<file path="config.mk">
export PLATFORM = sky130hd
export DESIGN_NAME = p2s_mux
export DESIGN_NICKNAME = d
export VERILOG_FILES = /design/src/rtl/p2s_mux.sv
export SDC_FILE = /design/constraint.sdc
export NUM_CORES = 1
export LEC_CHECK = 0
export CELL_PAD_IN_SITES_DETAIL_PLACEMENT = 0
export CELL_PAD_IN_SITES_GLOBAL_PLACEMENT = 1
export CORE_MARGIN = 1.5
export CORE_UTILIZATION = 44
export CTS_BUF_LIST = sky130_fd_sc_hd__clkbuf_16
export DETAILED_ROUTE_END_ITERATION = 10
export PLACE_DENSITY = 0.95
export SYNTH_ARGS = -nofsm -noshare
export SYNTH_HDL_FRONTEND = slang
export SYNTH_SLANG_ARGS = --single-unit
</file>
<file path="constraint.sdc">
create_clock -name clk_50M -period 9.9 [get_ports clk_50M]
set_clock_uncertainty 0.2 [all_clocks]
set_input_delay 1.98 -clock clk_50M [delete_from_list [all_inputs] [get_ports clk_50M]]
set_output_delay 1.98 -clock clk_50M [all_outputs]
set_load 0.1 [all_outputs]
</file>
<file path="src/rtl/p2s_mux.sv">
// p2s_mux: round-robin multi-channel ADC word serializer; first frame bit one clock after selection.
// No backpressure: a strobe into a still-pending channel is dropped and flagged in overrun.
module p2s_mux #(
  parameter int NUM_CH     = 8,
  parameter int BITS_ADC   = 12,
  parameter int HDR_EN     = 1,
  parameter int GAP_CYCLES = 2,
  localparam int CH_ID_BITS = (NUM_CH > 1) ? $clog2(NUM_CH) : 1
) (
  input  logic                         clk_50M,
  input  logic                         rst_n,
  input  logic [NUM_CH*BITS_ADC-1:0]   p_data,
  input  logic [NUM_CH-1:0]            p_load,
  input  logic                         msb_first,
  input  logic                         ovr_clr,
  output logic                         s_data,
  output logic                         data_valid,
  output logic                         s_frame_n,
  output logic [CH_ID_BITS-1:0]        ch_id,
  output logic [NUM_CH-1:0]            p_ack,
  output logic [NUM_CH-1:0]            overrun,
  output logic                         busy
);

  localparam int SH_W  = CH_ID_BITS + BITS_ADC;
  localparam int CNT_W = 5;

  localparam logic [1:0] ST_IDLE = 2'd0;
  localparam logic [1:0] ST_HDR  = 2'd1;
  localparam logic [1:0] ST_DATA = 2'd2;
  localparam logic [1:0] ST_GAP  = 2'd3;

  localparam logic [CNT_W-1:0] HDR_LAST  = CNT_W'(CH_ID_BITS - 1);
  localparam logic [CNT_W-1:0] DATA_LAST = CNT_W'(BITS_ADC - 1);
  localparam logic [CNT_W-1:0] GAP_LAST  = CNT_W'((GAP_CYCLES > 0) ? GAP_CYCLES - 1 : 0);

  logic [1:0]                        state_q, state_d;
  logic [CNT_W-1:0]                  cnt_q, cnt_d;
  logic [SH_W-1:0]                   sh_q, sh_d;
  logic                              msb_q, msb_d;
  logic [NUM_CH-1:0]                 pend_q, pend_d;
  logic [NUM_CH-1:0][BITS_ADC-1:0]   wbuf_q, wbuf_d;
  logic [CH_ID_BITS-1:0]             ptr_q, ptr_d;
  logic                              s_data_q, s_data_d;
  logic                              dv_q, dv_d;
  logic                              sfn_q, sfn_d;
  logic                              busy_q, busy_d;
  logic [CH_ID_BITS-1:0]             ch_id_q, ch_id_d;
  logic [NUM_CH-1:0]                 p_ack_q, p_ack_d;
  logic [NUM_CH-1:0]                 ovr_q, ovr_d;

  logic                              sel_vld;
  logic [CH_ID_BITS-1:0]             sel_id;
  logic                              select_now;
  logic [NUM_CH-1:0]                 sel_clr;
  logic [NUM_CH-1:0]                 eff_pend;
  logic [NUM_CH-1:0]                 cap;
  logic [NUM_CH-1:0]                 ovr_set;
  logic [BITS_ADC-1:0]               word_sel;
  logic [SH_W-1:0]                   frm_msb, frm_lsb;
  logic                              nxt_bit;
  logic [SH_W-1:0]                   sh_shift;

  // Scan offsets high-to-low so the nearest pending channel at/after ptr wins.
  always_comb begin
    int j;
    j       = 0;
    sel_vld = 1'b0;
    sel_id  = '0;
    for (int k = NUM_CH - 1; k >= 0; k--) begin
      j = int'(ptr_q) + k;
      if (j >= NUM_CH) j = j - NUM_CH;
      if (pend_q[j]) begin
        sel_vld = 1'b1;
        sel_id  = CH_ID_BITS'(j);
      end
    end
  end

  assign select_now = (state_q == ST_IDLE) && sel_vld;
  assign sel_clr    = select_now ? (NUM_CH'(1) << sel_id) : '0;

  // The channel leaving for the shifter this cycle is free to accept a new word.
  always_comb begin
    eff_pend = pend_q & ~sel_clr;
    cap      = p_load & ~eff_pend;
    ovr_set  = p_load & eff_pend;
    pend_d   = eff_pend | cap;
    p_ack_d  = cap;
    ovr_d    = (ovr_clr ? '0 : ovr_q) | ovr_set;
    wbuf_d   = wbuf_q;
    for (int i = 0; i < NUM_CH; i++) begin
      if (cap[i]) wbuf_d[i] = p_data[i*BITS_ADC +: BITS_ADC];
    end
  end

  assign word_sel = wbuf_q[sel_id];
  assign frm_msb  = (HDR_EN != 0) ? {sel_id, word_sel} : {word_sel, {CH_ID_BITS{1'b0}}};
  assign frm_lsb  = (HDR_EN != 0) ? {word_sel, sel_id} : {{CH_ID_BITS{1'b0}}, word_sel};
  assign nxt_bit  = msb_q ? sh_q[SH_W-1] : sh_q[0];
  assign sh_shift = msb_q ? (sh_q << 1) : (sh_q >> 1);

  always_comb begin
    state_d  = state_q;
    cnt_d    = cnt_q;
    sh_d     = sh_q;
    msb_d    = msb_q;
    ptr_d    = ptr_q;
    ch_id_d  = ch_id_q;
    s_data_d = 1'b0;
    dv_d     = 1'b1;
    sfn_d    = 1'b1;
    case (state_q)
      ST_IDLE: begin
        if (sel_vld) begin
          msb_d   = msb_first;
          ch_id_d = sel_id;
          ptr_d   = (sel_id == CH_ID_BITS'(NUM_CH - 1)) ? '0 : sel_id + 1'b1;
          dv_d    = 1'b0;
          sfn_d   = 1'b0;
          if (msb_first) begin
            s_data_d = frm_msb[SH_W-1];
            sh_d     = frm_msb << 1;
          end else begin
            s_data_d = frm_lsb[0];
            sh_d     = frm_lsb >> 1;
          end
          if (HDR_EN != 0) begin
            state_d = ST_HDR;
            cnt_d   = HDR_LAST;
          end else begin
            state_d = ST_DATA;
            cnt_d   = DATA_LAST;
          end
        end
      end
      ST_HDR: begin
        dv_d     = 1'b0;
        s_data_d = nxt_bit;
        sh_d     = sh_shift;
        if (cnt_q == '0) begin
          state_d = ST_DATA;
          cnt_d   = DATA_LAST;
        end else begin
          cnt_d = cnt_q - 1'b1;
        end
      end
      ST_DATA: begin
        if (cnt_q == '0) begin
          if (GAP_CYCLES > 0) begin
            state_d = ST_GAP;
            cnt_d   = GAP_LAST;
          end else begin
            state_d = ST_IDLE;
          end
        end else begin
          dv_d     = 1'b0;
          s_data_d = nxt_bit;
          sh_d     = sh_shift;
          cnt_d    = cnt_q - 1'b1;
        end
      end
      default: begin
        if (cnt_q == '0) state_d = ST_IDLE;
        else             cnt_d   = cnt_q - 1'b1;
      end
    endcase
    busy_d = (state_d != ST_IDLE);
  end

  always_ff @(posedge clk_50M) begin
    if (!rst_n) begin
      state_q  <= ST_IDLE;
      cnt_q    <= '0;
      sh_q     <= '0;
      msb_q    <= 1'b1;
      pend_q   <= '0;
      wbuf_q   <= '0;
      ptr_q    <= '0;
      s_data_q <= 1'b0;
      dv_q     <= 1'b1;
      sfn_q    <= 1'b1;
      busy_q   <= 1'b0;
      ch_id_q  <= '0;
      p_ack_q  <= '0;
      ovr_q    <= '0;
    end else begin
      state_q  <= state_d;
      cnt_q    <= cnt_d;
      sh_q     <= sh_d;
      msb_q    <= msb_d;
      pend_q   <= pend_d;
      wbuf_q   <= wbuf_d;
      ptr_q    <= ptr_d;
      s_data_q <= s_data_d;
      dv_q     <= dv_d;
      sfn_q    <= sfn_d;
      busy_q   <= busy_d;
      ch_id_q  <= ch_id_d;
      p_ack_q  <= p_ack_d;
      ovr_q    <= ovr_d;
    end
  end

  assign s_data     = s_data_q;
  assign data_valid = dv_q;
  assign s_frame_n  = sfn_q;
  assign ch_id      = ch_id_q;
  assign p_ack      = p_ack_q;
  assign overrun    = ovr_q;
  assign busy       = busy_q;

endmodule

</file>
-- Word-level counts from Yosys, hierarchy flattened
Index checks and enable logic that the tools add are counted.
- bits in latches: 0
- memories kept: 0
- bits of input ports: 108
- word-level logic and storage cells: 154
- register bits after elaboration: 153
- bits in writable memories: 0
- memory bits (read-only): 0
- bitwise operators: 7
- multipliers: 0
- reductions and logical operators: 9
- equal/unequal tests: 6
- shift operators: 1
- magnitude comparators: 17
- muxes and demuxes: 76
- div/mod/pow operators: 0
- add/sub/neg operators: 17
- operators by type and width (kind ; number):
    $lt 32x5->1 const B ; 8
    $mux 32 ; 8
    $mux 15 ; 4
    $pmux 15 s3 ; 1
    $bmux 12 s3 ; 1
    $sub 4x4->5 const B ; 7
    $mux 1 ; 30
    $ge 4x4->1 const B ; 7
    $mux 3 ; 9
    $and 8x8->8 ; 3
    $bmux 1 s3 ; 8
    $mux 5 ; 4
    $add 3x3->4 const B ; 4
    $mux 8 ; 2
    $not 8->8 ; 2
    $or 8x8->8 ; 2
    $pmux 5 s3 ; 1
    $mux 12 ; 1
    $add 3x2->4 const B ; 2
    $mux 2 ; 4
    $shl 1x3->8 const A ; 1
    $pmux 1 s3 ; 2
    $pmux 2 s3 ; 1
    $reduce_and 2->1 ; 3
    other kinds (17) ; 18

-- Depth between registers and ports, before layout
- depth in word-level cells: 21
- gate-level depth with buffers: 18
- depth with buffers taken out: 12

-- Worst setup path before layout
No wires, ideal clock.
- path type: register to register
- start point: reg ptr_q[0]
- end point: reg sh_q[5]
- slack: 5.596 ns
- path buffers: 4
- stages on the path, launching flop included: 17
- setup time: 0.066 ns
- arrival time: 4.038 ns
- cells stage by stage: dfxtp_1 > buf_2 > inv_2 > buf_1 > ha_1 > buf_4 > buf_4 > mux2i_1 > mux4_2 > a211oi_2 > nor2_1 > nor3_4 > o21ai_0 > and3_1 > or4_1 > o22a_1 > a21oi_2
- cells in the longest elaborated chain, start to end: 19
- elaborated cells between the ends (all ways): 78
- those cells by class: add/sub: 15; order compare: 8; eq/ne: 1; mux: 53; reduce/logical: 1
- RTL lines (item ; RTL line ; source):
    start: declaration ; 43 ; logic [CH_ID_BITS-1:0] ptr_q, ptr_d;
    start signal: assignment ; 194 ; ptr_q <= ptr_d;
    $add 3x3->4 ; 71 ; j = int'(ptr_q) + k;
    $sub 4x4->5 or $ge 4x4->1 (tied branches) ; 72 ; if (j >= NUM_CH) j = j - NUM_CH;
    $mux 32 ; 72 ;
    $bmux 1 s3 ; 73 ; if (pend_q[j]) begin
    $mux 1 (implied by the code) (2 in a row) ; 73 ;
    $mux 3 (8 in a row) ; 73 ;
    $bmux 12 s3 ; 97 ; assign word_sel = wbuf_q[sel_id];
    $mux 12 (implied by the code) ; 97 ;
    $mux 15 ; 121 ; if (msb_first) begin
    $mux 15 ; 115 ; if (sel_vld) begin
    $pmux 15 s3 ; 113 ; case (state_q)
    end signal: assignment ; 175 ; sh_q <= '0;
    end signal: assignment ; 190 ; sh_q <= sh_d;
    end: declaration ; 39 ; logic [SH_W-1:0] sh_q, sh_d;
Several ways; a longest one is shown, not always the timed one. The select of a mux whose other input is x is not followed.
A chain may end at the register's enable or synchronous reset.

-- Worst setup path after layout
- start point: reg ptr_q[1]
- end point: reg sh_q[4]
The elaborated chain is that of the path after synthesis.

==> results by group <==
Status
  • Status: completed

STA
  • Hold Fails Final Rpt: 0
  • Min Tclk post-route: between 5 and 6 ns
  • Max Clk Rate: roughly 170 MHz
  • Final setup viols: 0
  • Setup TNS: 0 ns
  • Max-slew headroom: between 30% and 40%
  • Worst slew pin tran: 1.03 ns
  • Period Utilization, post-route: between 50 and 60%
  • Slew Limit Fails: 0
  • Unrepaired setup endpoints after global routing: false

Global route
  • Largest net degree at the start of global routing: 83
  • First-pass GRT wire length: 37.1 mm
  • Vias in the first global route: between 6k and 7k
  • GRT Total Usage: roughly a quarter
  • GRT overflow: 0
  • Initial antenna violation count: 0

Logic synthesis
  • Post-synth EDFFs: 0
  • Cell with the most instances after synthesis: nor2_1
  • Post-synthesis mux area share: a little under a quarter
  • Cell variety after synth: 77
  • Synth Register Bits: between 150 and 200
  • Register area share after synthesis: between 30% and 40%
  • Top post-synthesis cells by area: dfxtp_1, mux2i_1, nor2_1
  • Syn Inst Count: 915
  • Synth Area in Simple Gates: roughly 17%
  • XOR/XNOR Fraction of Synth Area: less than 1%
  • Post-synthesis async set-or-reset flop share: 0%
  • Cell accounting for the most synthesized area: dfxtp_1
  • Largest family of logic cells by synthesized area: multiplexers
  • Synthesized Nets: around 1.0k
  • Synth Area in Compound Gates: between 10% and 20%
  • Yosys warns: 0
  • Synth top area share: a little under two fifths
  • Synth Area in Adders: 1.08%
  • Commonest cells in the netlist: nor2_1, dfxtp_1, mux2i_1
  • Synth Flop Type: dfxtp_1
  • Syn avg cell area: 8.87 sq um
  • Mapped Area: between 8000 and 9000 sq um

Placed design
  • Placed insts: between 1k and 1.5k
  • Port Buffer Count: 130
  • HPWL Detailed: 16.9 mm
  • Gpl congestion: roughly 0.91

Clocking
  • Clk buf depth: 2
  • TritonCTS buffer count: 17
  • Post-CTS Repair Setup Buffers: 0
  • CTS tree: yes
  • Clk root buf: clkbuf_16
  • CTS sink cnt: approximately 150
  • CTS H-tree depth: 4
  • CTS Hold Bufs: 0
  • CTS resizes: 0
  • Clock transition at path regs: ~0.06 ns
  • Clock latency on the worst-skew pair: 0.43 ns

Critical path
  • Delay-heaviest family, CP: multiplexers
  • WP data arrival: slightly above 6 ns
  • Setup CP Type: reg2reg
  • Crit path cell chain: inv_1 > ha_1 > mux2i_1 > mux4_2 > a21oi_1 > a21boi_1 > o21ai_2 > nand2_1 > mux4_2 > a211oi_1 > mux2_2 > a21oi_1
  • Max FO, Critical Path: 17
  • CP Launch Type: flop
  • CP bufs+invs: 1
  • Critical path capture point type: flop
  • Critical path data required time: 10.01 ns
  • Slowest CP cell: dfxtp_1
  • Crit-path max cell delay: around 0.79 ns

Floorplanning
  • Starting Density: 45.0%
  • I/O pins: about 130
  • Row count: a little under 50
  • Die height: 139 microns
  • Core area: 18,000 sq um
  • Die area: between 15,000 and 20,000 sq um
  • Die Span X: around 140 microns

Route
  • Antenna Nets Post-Route: 0
  • Routed WL per cell: ~19 microns
  • Residual DRC: 0
  • DRT iter0 DRCs: 659
  • DR vias/cell: 5.75
  • Via count: a little over 7k
  • Detailed Route WL: around 23 mm
  • First-pass DRT Iterations: 7

Layout
  • Diode count: 0
  • P&R area growth vs syn: 22.2%
  • Final nets: ~1.1k
  • Share of cells above drive strength 1: under 10%
  • Finished Layout Cells: ~1.2k

Power
  • LEAKAGE: 4.12 nW
  • VDD IR max: roughly 0.20 mV
  • Pwr/cell area: around 340 nW/um^2

Worst hold path
  • Worst min path class: reg2reg

Run
  • Max_cap viols: 0
-- per-stage QoR --
stage                     hold WS [ns]  setup slack [ns]  utilization (%)  power, mW  area [sq um]
after global routing             0.274              3.52             55.0       3.63          9920
final                            0.257              3.96             55.0       3.42          9920
after global placement           0.245              4.09             52.1       2.79          9390
after detailed placement         0.248              4.06             52.1       2.79          9390
after CTS                        0.256              4.02             55.0       3.41          9920
after floorplan                  0.233              5.60                -       2.34          8120
-- layer usage --
metal	GRT usage (%)	share of wire [%]	up-vias	routed length, microns
li1	-	-	3423	-
met1	32.3	44	3356	10300
met2	38.8	46	277	10800
met3	5.15	6.7	40	1580
met4	9.59	2.9	0	675
met5	0	0	-	0
-- state kept, by name, summed over array words and instances, names as in the netlist --
register,cells
s_data,1
s_frame_n,1
ch_id,3
busy,1
pend_q,8
msb_q,1
state_q,2
sh_q,15
data_valid,1
overrun,8
p_ack,8
ptr_q,3
cnt_q,5
wbuf_q,96
-- final timing paths --
check,startpoint,to,slack [ns],cells past startpoint
worst min register to register,wbuf_q[54],wbuf_q[54],0.26,2
worst max register to register,ptr_q[1],sh_q[4],3.96,12
worst max-delay path,ptr_q[1],sh_q[4],3.96,12
worst min-delay path,wbuf_q[54],wbuf_q[54],0.26,2
-- cells by family after synthesis --
family / after synthesis
and+or+nand+nor: 311
xor gates and xnor gates: 6
DFF: 153
muxes: 157
AOI/OAI and AO/OA: 192
adders and majority gates: 7
buffers and inverters: 89
-- layout make-up --
type	count	area (sq um)
fill	1658	8110
multi-input combinational	673	4640
sequential	153	3060
timing repair buffer	133	1320
clock buffer	17	425
tap	229	287
clock inverter	12	106
inverter	18	70.1
-- placed cells by master, fill, tap and decap left out, types with 3 or more instances in the layout --
cell type / n
a211o_1: 3
a211oi_1: 5
a21oi_1: 58
a221oi_1: 6
a22o_1: 9
a22oi_1: 7
a31oi_1: 8
and2_1: 5
and3_1: 7
buf_4: 3
clkbuf_16: 17
clkdlybuf4s50_1: 130
clkinvlp_4: 4
dfxtp_1: 153
ha_1: 7
inv_1: 16
mux2_2: 12
mux2i_1: 122
mux4_2: 19
nand2_1: 56
nand2b_1: 10
nand3_1: 24
nor2_1: 162
nor2b_1: 9
nor3_1: 13
o211ai_1: 11
o21a_1: 11
o21ai_0: 31
o21ai_1: 6
o22ai_1: 4
or2_2: 6
or3_1: 7
xor2_1: 3
-- power breakdown --
group	leakage [nW]	internal [mW]	switching [mW]
clock	0.254	0.341	0.264
sequential	1.26	0.722	0.104
combinational	2.60	0.747	1.24
total	4.12	1.81	1.61
-- worst reg2reg max path, cell delays in order, from the launching register on --
cell and delay, ns:
dfxtp_1 0.79, inv_1 0.20, ha_1 0.76, mux2i_1 0.21, mux4_2 0.58, a21oi_1 0.22
a21boi_1 0.19, o21ai_2 0.65, nand2_1 0.64, mux4_2 0.70, a211oi_1 0.40, mux2_2 0.23
a21oi_1 0.06
No activity file was read; power rests on OpenSTA's default activity.
